**src/rtl/regfile_wb_arbiter_pkg.sv**
```systemverilog
// regfile_wb_arbiter_pkg: shared register-address constants and port-select type
package regfile_wb_arbiter_pkg;
    localparam int REG_ADDR_W = 5;
    localparam int NUM_REGS = 32;
    localparam logic [NUM_REGS-1:0] REG_ONE = 1;
    typedef enum logic [1:0] {SEL_NONE, SEL_A, SEL_B} sel_t;
endpackage

```
**src/rtl/regfile_wb_arbiter_wb_scoreboard.sv**
```systemverilog
// wb_scoreboard: busy vector of destinations pending on port B, decode hazard and sticky error
module wb_scoreboard
    import regfile_wb_arbiter_pkg::*;
(
    input  logic                  clk,
    input  logic                  rst,
    input  logic                  issue_valid,
    input  logic [REG_ADDR_W-1:0] issue_rd,
    input  logic                  a_grant,
    input  logic [REG_ADDR_W-1:0] a_rd,
    input  logic                  b_grant,
    input  logic [REG_ADDR_W-1:0] b_rd,
    input  logic [REG_ADDR_W-1:0] rs1,
    input  logic [REG_ADDR_W-1:0] rs2,
    input  logic                  byp1,
    input  logic                  byp2,
    output logic                  hazard,
    output logic [NUM_REGS-1:0]   busy,
    output logic                  err
);
    logic [NUM_REGS-1:0] set_v, clr_v, busy_nxt;
    logic src1, src2, iss_hit, err_ev;
    // set is ORed in after the clear so a same-cycle reissue keeps the register busy
    always_comb begin
        set_v = (issue_valid && issue_rd != '0) ? REG_ONE << issue_rd : '0;
        clr_v = b_grant ? REG_ONE << b_rd : '0;
        busy_nxt = ((busy & ~clr_v) | set_v) & ~REG_ONE;
        src1 = rs1 != '0 && busy[rs1] && !byp1;
        src2 = rs2 != '0 && busy[rs2] && !byp2;
        iss_hit = issue_valid && issue_rd != '0 && (issue_rd == rs1 || issue_rd == rs2);
        hazard = src1 || src2 || iss_hit;
        err_ev = (|(set_v & busy & ~clr_v)) || (b_grant && b_rd != '0 && !busy[b_rd]) || (a_grant && busy[a_rd]);
    end
    always_ff @(posedge clk or posedge rst) begin
        if (rst) begin
            busy <= '0;
            err <= 1'b0;
        end else begin
            busy <= busy_nxt;
            err <= err | err_ev;
        end
    end
endmodule

```
**src/rtl/regfile_wb_arbiter.sv**
```systemverilog
// regfile_wb_arbiter: round-robin share of the RegFile write port between pipeline (A) and long-latency (B) writeback.
// Defining RF_WB_BYPASS_EN adds fwd1_en/fwd2_en/fwd_data forwarding of the B result to decode.
module regfile_wb_arbiter
    import regfile_wb_arbiter_pkg::*;
#(
    parameter int n = 32
) (
    input  logic                  clk,
    input  logic                  rst,
    input  logic                  a_valid,
    input  logic [REG_ADDR_W-1:0] a_rd,
    input  logic [n-1:0]          a_data,
    output logic                  a_ready,
    input  logic                  b_valid,
    input  logic [REG_ADDR_W-1:0] b_rd,
    input  logic [n-1:0]          b_data,
    output logic                  b_ready,
    input  logic                  issue_valid,
    input  logic [REG_ADDR_W-1:0] issue_rd,
    input  logic [REG_ADDR_W-1:0] rs1,
    input  logic [REG_ADDR_W-1:0] rs2,
    output logic                  hazard,
    output logic                  rf_we,
    output logic [REG_ADDR_W-1:0] rf_rd,
    output logic [n-1:0]          rf_wdata,
    output logic [NUM_REGS-1:0]   busy,
    output logic                  err
`ifdef RF_WB_BYPASS_EN
    ,
    output logic                  fwd1_en,
    output logic                  fwd2_en,
    output logic [n-1:0]          fwd_data
`endif
);
    sel_t sel;
    logic last_b, byp1, byp2;
    // on contention the port not served last wins; last_b resets to 0 so B goes first
    always_comb sel = (a_valid && b_valid) ? (last_b ? SEL_A : SEL_B) : a_valid ? SEL_A : b_valid ? SEL_B : SEL_NONE;
    assign a_ready = sel == SEL_A;
    assign b_ready = sel == SEL_B;
    assign rf_rd = a_ready ? a_rd : b_ready ? b_rd : '0;
    assign rf_wdata = a_ready ? a_data : b_ready ? b_data : '0;
    assign rf_we = (a_ready || b_ready) && rf_rd != '0;
    always_ff @(posedge clk or posedge rst) begin
        if (rst) last_b <= 1'b0;
        else if (sel != SEL_NONE) last_b <= sel == SEL_B;
    end
`ifdef RF_WB_BYPASS_EN
    assign fwd1_en = b_ready && b_rd != '0 && b_rd == rs1;
    assign fwd2_en = b_ready && b_rd != '0 && b_rd == rs2;
    assign fwd_data = (fwd1_en || fwd2_en) ? b_data : '0;
    assign byp1 = fwd1_en;
    assign byp2 = fwd2_en;
`else
    assign byp1 = 1'b0;
    assign byp2 = 1'b0;
`endif
    wb_scoreboard u_sb (
        .clk(clk),
        .rst(rst),
        .issue_valid(issue_valid),
        .issue_rd(issue_rd),
        .a_grant(a_ready),
        .a_rd(a_rd),
        .b_grant(b_ready),
        .b_rd(b_rd),
        .rs1(rs1),
        .rs2(rs2),
        .byp1(byp1),
        .byp2(byp2),
        .hazard(hazard),
        .busy(busy),
        .err(err)
    );
endmodule

```
**config.mk**
```make
export PLATFORM = sky130hd
export DESIGN_NAME = regfile_wb_arbiter
export DESIGN_NICKNAME = d
export VERILOG_FILES = /design/src/rtl/regfile_wb_arbiter_pkg.sv /design/src/rtl/regfile_wb_arbiter_wb_scoreboard.sv /design/src/rtl/regfile_wb_arbiter.sv
export SDC_FILE = /design/constraint.sdc
export NUM_CORES = 1
export LEC_CHECK = 0
export BUFFER_PORTS_ARGS = -buffer_cell sky130_fd_sc_hd__buf_2
export CORE_ASPECT_RATIO = 1.2
export CORE_MARGIN = 2
export CORE_UTILIZATION = 48
export CTS_BUF_LIST = sky130_fd_sc_hd__clkbuf_2 sky130_fd_sc_hd__clkbuf_4 sky130_fd_sc_hd__clkbuf_8
export CTS_CLUSTER_DIAMETER = 30
export DETAILED_ROUTE_END_ITERATION = 8
export GPL_ROUTABILITY_DRIVEN = 0
export PLACE_DENSITY = 0.83
export SYNTH_ARGS = -nofsm -noshare
export SYNTH_HDL_FRONTEND = slang
export SYNTH_SLANG_ARGS = --single-unit
```
**constraint.sdc**
```tcl
create_clock -name clk -period 3.17 [get_ports clk]
set_input_delay 0.317 -clock clk [delete_from_list [all_inputs] [get_ports clk]]
set_output_delay 0.317 -clock clk [all_outputs]
set_load 0.02 [all_outputs]
```
# Word-level counts from Yosys, hierarchy flattened
# Cells that the tools add are included.
dict set report totals {
  register_bits 33
  in_bits 94
  out_inout_bits 74
  elab_cells 60
}
dict set report classes {
  magnitude_cmp 4
  eq_ne 4
  n_shift 2
  mux 18
  bitwise_logic 6
  n_reduce_logical 23
}
# cell n
set op_table {}
lappend op_table {{32-bit two-way mux} 4}
lappend op_table {{32-bit bitwise AND} 3}
lappend op_table {{1-bit by 5-bit << shifter with 32-bit output (first input constant)} 2}
lappend op_table {{32-bit inverter} 1}
lappend op_table {{32-bit bitwise OR} 1}
lappend op_table {{32-bit OR reduction} 1}
lappend op_table {{5-bit nonzero test} 5}
lappend op_table {{5-bit by 6-bit less-than comparator with 1-bit output (second input constant)} 4}
lappend op_table {{1-bit binary-select mux with 5-bit select} 4}
lappend op_table {{5-bit == test} 2}
lappend op_table {{5-bit two-way mux} 2}
lappend op_table {{1-bit logical AND} 9}
lappend op_table {{2-bit two-way mux} 4}
lappend op_table {{1-bit logical OR} 6}
lappend op_table {{1-bit two-way mux} 4}
lappend op_table {{2-bit by 1-bit == test with 1-bit output (second input constant)} 1}
lappend op_table {{2-bit == test (second input constant)} 1}
lappend op_table {{2-bit nonzero test} 1}
lappend op_table {{1-bit zero test} 1}
lappend op_table {{1-bit bitwise OR} 1}

# Depth between registers and ports, before layout
# Gate-level depths: netlist of run 1.
dict set report logic_depth {
  word_depth 11
  mapped_depth 10
  depth_no_buf 10
}

# Modules after synthesis
# From an unflattened synthesis of run 1, not the netlist that was laid out.
dict set report unflattened {
  cells_unflattened 345
  hier_area_um2 3320.7
}
# mod instances cells_each area_each_um2 seq_area_each_um2
set by_module_without_submodules {}
lappend by_module_without_submodules {wb_scoreboard 1 285 2808.9 800.8}
lappend by_module_without_submodules {regfile_wb_arbiter 1 60 511.7 25.0}

# Least setup slack after synthesis of run 1
# Ideal clock, no wire load.
dict set report synth_timing {
  kind {reg-to-reg}
  startpoint {register last_b}
  endpoint {register u_sb.err}
  setup_time_ns 0.138
  arrival_ns 2.542
  required_time_ns 3.032
  setup_slack_ns 0.491
  path_stages_with_launch 9
  path_buffers 0
  synth_period_minus_slack_ns 2.679
  path_cell_list {dfrtp_1 o21ai_0 ha_1 or4bb_1 o21ai_0 o31ai_1 or4_1 nor4_2 nand4_1}
}
dict set report synth_between {
  elab_chain_cells 10
  elab_cells_between_ends 14
  cone_classes {2 x eq/ne; 3 x mux; 3 x bitwise; 6 x reduce/logical}
}
# element line
set synth_lines {}
lappend synth_lines {{start, declared} regfile_wb_arbiter.sv:36} ;# logic last_b, byp1, byp2;
lappend synth_lines {{start signal, assigned} regfile_wb_arbiter.sv:45} ;# if (rst) last_b <= 1'b0;
lappend synth_lines {{start signal, assigned} regfile_wb_arbiter.sv:46} ;# else if (sel != SEL_NONE) last_b <= sel == SEL_B;
lappend synth_lines {{2-bit two-way mux * (2 in a row)} regfile_wb_arbiter.sv:38} ;# always_comb sel = (a_valid && b_valid) ? (last_b ? SEL_A : SEL_B) : a_valid ? SEL_A : b_valid ? SEL_B : SEL_NO ...
lappend synth_lines {{2-bit == test *} regfile_wb_arbiter.sv:40} ;# assign b_ready = sel == SEL_B;
lappend synth_lines {{via b_ready} regfile_wb_arbiter.sv:17} ;# output logic b_ready,
lappend synth_lines {{32-bit two-way mux} regfile_wb_arbiter_wb_scoreboard.sv:26} ;# clr_v = b_grant ? REG_ONE << b_rd : '0;
lappend synth_lines {{32-bit inverter} regfile_wb_arbiter_wb_scoreboard.sv:32} ;# err_ev = (|(set_v & busy & ~clr_v)) || (b_grant && b_rd != '0 && !busy[b_rd]) || (a_grant && busy[a_rd]);
lappend synth_lines {{32-bit bitwise AND} regfile_wb_arbiter_wb_scoreboard.sv:32}
lappend synth_lines {{32-bit OR reduction} regfile_wb_arbiter_wb_scoreboard.sv:32}
lappend synth_lines {{1-bit logical OR * (2 in a row)} regfile_wb_arbiter_wb_scoreboard.sv:32}
lappend synth_lines {{1-bit bitwise OR *} regfile_wb_arbiter_wb_scoreboard.sv:40} ;# err <= err | err_ev;
lappend synth_lines {{end signal, assigned} regfile_wb_arbiter_wb_scoreboard.sv:40}
lappend synth_lines {{end, declared} regfile_wb_arbiter_wb_scoreboard.sv:19} ;# output logic err
# Mark *: on every way through the listed nets, which the timed path passes. The rest lies on a longest branch.
# A chain may end at the register's enable or synchronous reset.

# Worst setup path after layout of run 1
dict set report layout_timing {
  startpoint {register last_b}
  endpoint {output rf_we}
}
dict set report layout_between {
  elab_chain_cells 7
  elab_cells_between_ends 9
  cone_classes {2 x eq/ne; 4 x mux; 3 x reduce/logical}
}
# element line
set layout_lines {}
lappend layout_lines {{2-bit two-way mux * (2 in a row)} regfile_wb_arbiter.sv:38}
lappend layout_lines {{2-bit == test} regfile_wb_arbiter.sv:40}
lappend layout_lines {{5-bit two-way mux (2 in a row)} regfile_wb_arbiter.sv:41} ;# assign rf_rd = a_ready ? a_rd : b_ready ? b_rd : '0;
lappend layout_lines {{5-bit nonzero test} regfile_wb_arbiter.sv:43} ;# assign rf_we = (a_ready || b_ready) && rf_rd != '0;
lappend layout_lines {{1-bit logical AND *} regfile_wb_arbiter.sv:43}
lappend layout_lines {{end, declared} regfile_wb_arbiter.sv:23} ;# output logic rf_we,
# Mark *: on every way between the ends. The rest lies on a longest branch, timed or not.

==> results by group, run 1 <==
Clock network
  – Clk sinks: 33
  – Deepest clock path buffer count: 2
  – Root Driver: clkbuf_8
  – H-tree levels: 2
  – Number of setup buffers added after CTS: 0
  – Worst-Skew Late Latency: 0.29 ns
  – CTS tree: built
  – Worst-path clk slew: 0.08 ns
  – Total CTS buffers: 5

Power and ir drop
  – Power Density: 519 nW/um^2
  – Worst IR Drop VDD: 0.474 mV
  – Leakage: 1.99 nW

STA
  – Worst-Margin Slew: 0.870 ns
  – Final Slew Violations: 0
  – RSZ-0062 raised after global routing: false
  – Fin crit share: 97.0%
  – Fmax: 0.325 GHz
  – Tmin final: 3.08 ns
  – Final setup margin: 0.0947 ns
  – Relative slew slack: 41.9%
  – Final hold viol count: 0
  – Setup TNS: 0 ns
  – Final setup violation count: 0
  – Clock skew: 0.00986 ns

Synthesis
  – Syn Std Cell Area: 3440 um^2
  – Syn avg cell area: 9.70 um^2
  – Synth Register Bits: 33
  – Most instantiated library cell after synthesis: o21ai_0
  – Synth Instances: 355
  – Async S/R FF share, synth: 100%
  – Synth area leaders: dfrtp_1 24%, mux4_2 18%, a22o_1 9.2%, o21ai_0 7.3%, nand2_1 4.1%
  – Post-synth top area share: 24.0%
  – Commonest cells in the netlist: 50 x o21ai_0, 38 x nand2_1, 36 x a22o_1
  – Syn Nets: 452
  – Primary flip-flop cell chosen by synthesis mapping: dfrtp_1
  – Largest area contributor in the netlist: dfrtp_1
  – EDFF count, synth: 0
  – Yosys cell types: 59
  – Synth Warn #: 0
  – Sequential fraction of the synthesis area: 24.0%

Layout
  – Layout Nets: 597
  – Post-route design area: 4310 um^2
  – Share of layout cells above drive strength 1: 45.1%
  – Area growth, synth to finish: 25.1%
  – FF/Latch Area: 826 um^2
  – Diodes inserted: 0
  – Area of the multi-input gates: 2390 um^2
  – Final design utilization: 62.5%
  – Layout fillers: 587

Die
  – Starting Density: 49.9%
  – Std cell rows: 33
  – Io pins: 168
  – CORE AREA: 6900 um^2
  – Die area: 7870 um^2
  – Die height: 96.8 um
  – Die width: 81.3 um

Job
  – Max-cap viol count: 0

Setup path
  – Critical path peak fanout: 15
  – Worst Setup End Kind: output pin
  – Critical path arrival: 2.76 ns
  – CP startpoint kind: flip-flop
  – R2R cell count: 8
  – CP required: 2.85 ns
  – Crit Path Category: reg2out

Outcome
  – Status: complete, no violations

Placed design
  – Post-DP HPWL: 10,800 um
  – Place WS: 0.0640 ns
  – Area after DPL: 4190 um^2
  – I/O Buffers: 166

Drt
  – Final WL: 14,300 um
  – DR vias: 4,137
  – Detail Route Antenna Nets: 0
  – Post-DR wirelength/cell: 24.3 um
  – Initial DRC Count: 457
  – Drt via density: 7.04
  – Drt pass-1 iters: 6
  – DRC violations left: 0

GRT
  – GR Overflow Total: 0
  – Total GRT Usage: 36.3%
  – Largest net degree at the start of global routing: 34
  – First-pass GRT wire length: 21,400 um
  – Initial antenna violation count: 0
  – Number of global-route vias before repair: 3,999

Worst hold path
  – Hold Path Class: in2async
-- path summary, 6_finish.rpt --
| kind | to | slack [ns] | from |
|---|---|---|---|
| worst min register to register | last_b$_DFFE_PP0P_ | 0.55 | last_b$_DFFE_PP0P_ |
| worst min-delay path | u_sb.busy[24]$_DFF_PP0_ | 0.11 | rst |
| worst max register to register | u_sb.err$_DFF_PP0_ | 0.30 | last_b$_DFFE_PP0P_ |
| max in group asynchronous | u_sb.busy[8]$_DFF_PP0_ | 2.75 | rst |
| worst max-delay path | rf_we | 0.09 | last_b$_DFFE_PP0P_ |
| min in group clk | u_sb.busy[27]$_DFF_PP0_ | 0.51 | issue_valid |
-- layout by cell type (no fill, tap or decap), types with 2 or more instances in the layout --
master	netlist	layout
mux4_2	28	28
nor2_1	8	8
mux2i_1	12	12
nand3_1	6	6
a211oi_1	2	2
nor4_2	2	2
mux2_2	4	4
nor3_1	8	8
nand2b_1	4	4
or4_1	2	2
nand3b_1	7	7
xor2_1	5	5
a22o_1	36	36
ha_1	3	2
dfrtp_1	33	33
nand2_1	38	38
inv_1	5	5
o22ai_1	8	8
nand4bb_1	2	2
or2_2	3	3
nor3b_1	4	4
o2111ai_1	3	3
buf_4	2	4
a21oi_1	8	8
o211ai_1	3	3
nand4b_1	3	3
buf_2	5	166
o21a_1	2	2
o21ai_0	50	49
o31ai_1	2	2
nand4_1	3	3
xnor2_1	5	5
clkbuf_8	8	7
-- logic make-up after synthesis --
logic type                 share of synthesized area (%)
adders and majority gates                           1.09
DFF                                                 24.0
and+or+nand+nor                                     17.0
xor gates and xnor gates                            2.54
muxes                                               23.9
buffers and inverters                               6.98
other                                              0.109
AOI/OAI and AO/OA                                   24.5
-- per-stage QoR --
stage	cells	hold slack (ns)	power, mW
global route	588	0.166	2.32
detailed placement	580	0.427	1.84
finish	588	0.109	2.23
CTS	588	0.121	2.19
global placement	580	0.416	1.81
floorplan	355	0.446	1.40
-- registers in the layout (all words and copies together), names as in the netlist --
register   count
u_sb.busy     31
last_b         1
u_sb.err       1
-- routing by layer --
layer / part of all wire [%] / routed length, um / vias up / GRT usage, %
met3: 17 / 2380 / 126 / 14.6
met2: 46 / 6570 / 450 / 56.7
met5: 0 / 0 / - / 0
met1: 29 / 4200 / 1869 / 40.3
li1: - / - / 1692 / -
met4: 8.1 / 1160 / 0 / 22.8
-- worst max-delay path: stages (launching register included) --
cell	delay, ns
dfrtp_1	0.39
o21ai_1	0.33
inv_1	0.09
ha_1	0.37
o21ai_0	0.59
nor2_1	0.11
a21oi_1	0.35
buf_2	0.24
-- repair_timing --
action,in CTS,in global routing
setup endpoints to repair,0,16
hold buffers,0,0
resized for setup,0,3
-- where the power goes --
group | switching (mW) | leakage [nW] | internal, mW
clock network | 0.159 | 0.0542 | 0.196
registers | 0.220 | 0.391 | 0.525
logic | 0.646 | 1.55 | 0.488
-- area by class of cell --
type	instances	share of cell area (%)
Multi-Input combinational cell	285	55.5
Timing Repair Buffer	170	20.0
Sequential cell	33	19.2
Tap cell	87	2.53
Clock buffer	7	2.24
Inverter	5	0.436
Clock inverter	1	0.116
Note: power is estimated with default switching activity, not from simulation.
==> inputs of run 2 (changes only) <==
--- a/config.mk
+++ b/config.mk
@@ -13,7 +13,9 @@
 export CTS_CLUSTER_DIAMETER = 30
 export DETAILED_ROUTE_END_ITERATION = 8
 export GPL_ROUTABILITY_DRIVEN = 0
+export MAX_ROUTING_LAYER = met4
 export PLACE_DENSITY = 0.83
+export SKIP_CTS_REPAIR_TIMING = 1
 export SYNTH_ARGS = -nofsm -noshare
 export SYNTH_HDL_FRONTEND = slang
 export SYNTH_SLANG_ARGS = --single-unit
==> results by group, run 2 (synthesis results as in run 1) <==
STA
  – Final hold viol count: 0
  – Fmax: 0.332 GHz
  – RSZ-0062 raised after global routing: false
  – Final Slew Violations: 0
  – Tmin final: 3.01 ns
  – Relative slew slack: 46.2%
  – Final setup margin: 0.160 ns
  – Setup TNS: 0 ns
  – Clock skew: 0.00773 ns
  – Final setup violation count: 0
  – Worst-Margin Slew: 0.805 ns
  – Fin crit share: 95.0%

Layout
  – Diodes inserted: 0
  – Final design utilization: 62.5%
  – Max FFs per register: 31
  – Post-route design area: 4310 um^2
  – Layout Nets: 597
  – Share of layout cells above drive strength 1: 45.1%
  – Most frequent cells in the layout: 166 x buf_2, 49 x o21ai_0, 38 x nand2_1
  – Largest regs: u_sb.busy (31), last_b (1), u_sb.err (1)
  – Largest Register: u_sb.busy
  – Area growth, synth to finish: 25.1%
  – Commonest non-fill, non-tap cell in the layout: buf_2

Setup path
  – R2R cell count: 8
  – CP startpoint kind: flip-flop
  – R2r setup slk: 0.25 ns
  – Critical path arrival: 2.69 ns
  – Critical path's slowest cell: o21ai_0
  – Crit Path Category: reg2out
  – Worst Setup End Kind: output pin
  – WP buf/inv: 2
  – Critical path peak fanout: 15
  – Cell Chain, Critical Path: o21ai_1 -> inv_1 -> ha_1 -> o21ai_0 -> nor2_1 -> a21oi_1 -> buf_2
  – Worst R2R Start: last_b$_DFFE_PP0P_
  – Worst path max stage delay: 0.58 ns
  – Worst r2r dst: u_sb.err$_DFF_PP0_
  – CP required: 2.85 ns
  – Crit path max-delay family: compound AO/OA/AOI/OAI gates

Power and ir drop
  – Worst IR Drop VDD: 0.480 mV
  – Leakage: 1.99 nW
  – Power Density: 518 nW/um^2

Die
  – CORE AREA: 6900 um^2
  – Die width: 81.3 um
  – Die area: 7870 um^2
  – Io pins: 168
  – Starting Density: 49.9%
  – Std cell rows: 33
  – Die height: 96.8 um

Clock network
  – Root Driver: clkbuf_8
  – Worst-Skew Late Latency: 0.29 ns
  – Worst-path clk slew: 0.07 ns
  – H-tree levels: 2
  – Clk sinks: 33
  – Deepest clock path buffer count: 2
  – Total CTS buffers: 5
  – CTS tree: built

Drt
  – Drt via density: 6.95
  – Post-DR wirelength/cell: 24.2 um
  – Detail Route Antenna Nets: 0
  – Final WL: 14,200 um
  – DR vias: 4,086
  – DRC violations left: 0
  – Drt pass-1 iters: 6
  – Initial DRC Count: 514

GRT
  – Total GRT Usage: 37.1%
  – Grt peak-use layer: met2
  – GR Overflow Total: 0
  – Number of global-route vias before repair: 4,010
  – Routing usage on met2: 56.4%
  – Initial antenna violation count: 0
  – Met1 Use GR: 38.7%
  – Largest net degree at the start of global routing: 34
  – Met3 usage: 15.4%
  – First-pass GRT wire length: 21,300 um

Outcome
  – Status: complete, no violations

Placed design
  – I/O Buffers: 166
  – Area after DPL: 4190 um^2
  – Post-DP HPWL: 10,800 um
  – Place WS: 0.0640 ns

Job
  – Max-cap viol count: 0

Worst hold path
  – Hold Path Class: in2async
## run 2: cell counts in the layout (fill, tap and decap cells not counted)
Identical to the previous run, type by type.
## run 2: power breakdown
part / total, mW / switching [mW] / leakage [nW] / internal [mW]
Combinational: 1.13 / 0.645 / 1.55 / 0.488
Sequential: 0.741 / 0.216 / 0.391 / 0.525
Clock: 0.357 / 0.161 / 0.0542 / 0.196
## run 2: worst register-to-register path, delay by kind of cell, from the launching register on
kind                     cells  cell delay, ns
AND/OR/NAND/NOR              4            1.37
AO/OA/AOI/OAI                3            0.71
flip-flops                   1            0.39
adder cells (fa/ha/maj)      1            0.30
## run 2: routing by layer
layer	part of all wire (%)	wire length, um	vias to the layer above
met2	46	6520	404
met1	30	4260	1860
li1	-	-	1695
met3	16	2260	127
met5	0	0	-
met4	8.3	1180	0
## run 2: cell type report
| cell class | instances | area, um^2 |
|---|---|---|
| clock buffer | 7 | 96.3 |
| clock inverter | 1 | 5.00 |
| fill | 587 | 2590 |
| inverter | 5 | 18.8 |
| multi-input combinational | 285 | 2390 |
| sequential | 33 | 826 |
| tap | 87 | 109 |
| timing repair buffer | 170 | 861 |
## run 2: through the flow
step / hold WS (ns) / instances / total power, mW
floorplan: 0.446 / 355 / 1.40
global placement: 0.416 / 580 / 1.81
detailed placement: 0.427 / 580 / 1.84
CTS: 0.121 / 588 / 2.19
global route: 0.163 / 588 / 2.32
finish: 0.106 / 588 / 2.23
## run 2: worst max-delay path by stage
stage / startpoint / end / slack [ns] / cells after the start
detailed placement: b_valid / u_sb.err$_DFF_PP0_ / 0.06 / 10
floorplan: last_b$_DFFE_PP0P_ / u_sb.err$_DFF_PP0_ / 0.49 / 8
finish: last_b$_DFFE_PP0P_ / rf_we / 0.16 / 7
CTS: last_b$_DFFE_PP0P_ / rf_wdata[31] / 0.09 / 7
global placement: b_valid / u_sb.err$_DFF_PP0_ / 0.17 / 10
global route: last_b$_DFFE_PP0P_ / u_sb.err$_DFF_PP0_ / 0.05 / 8
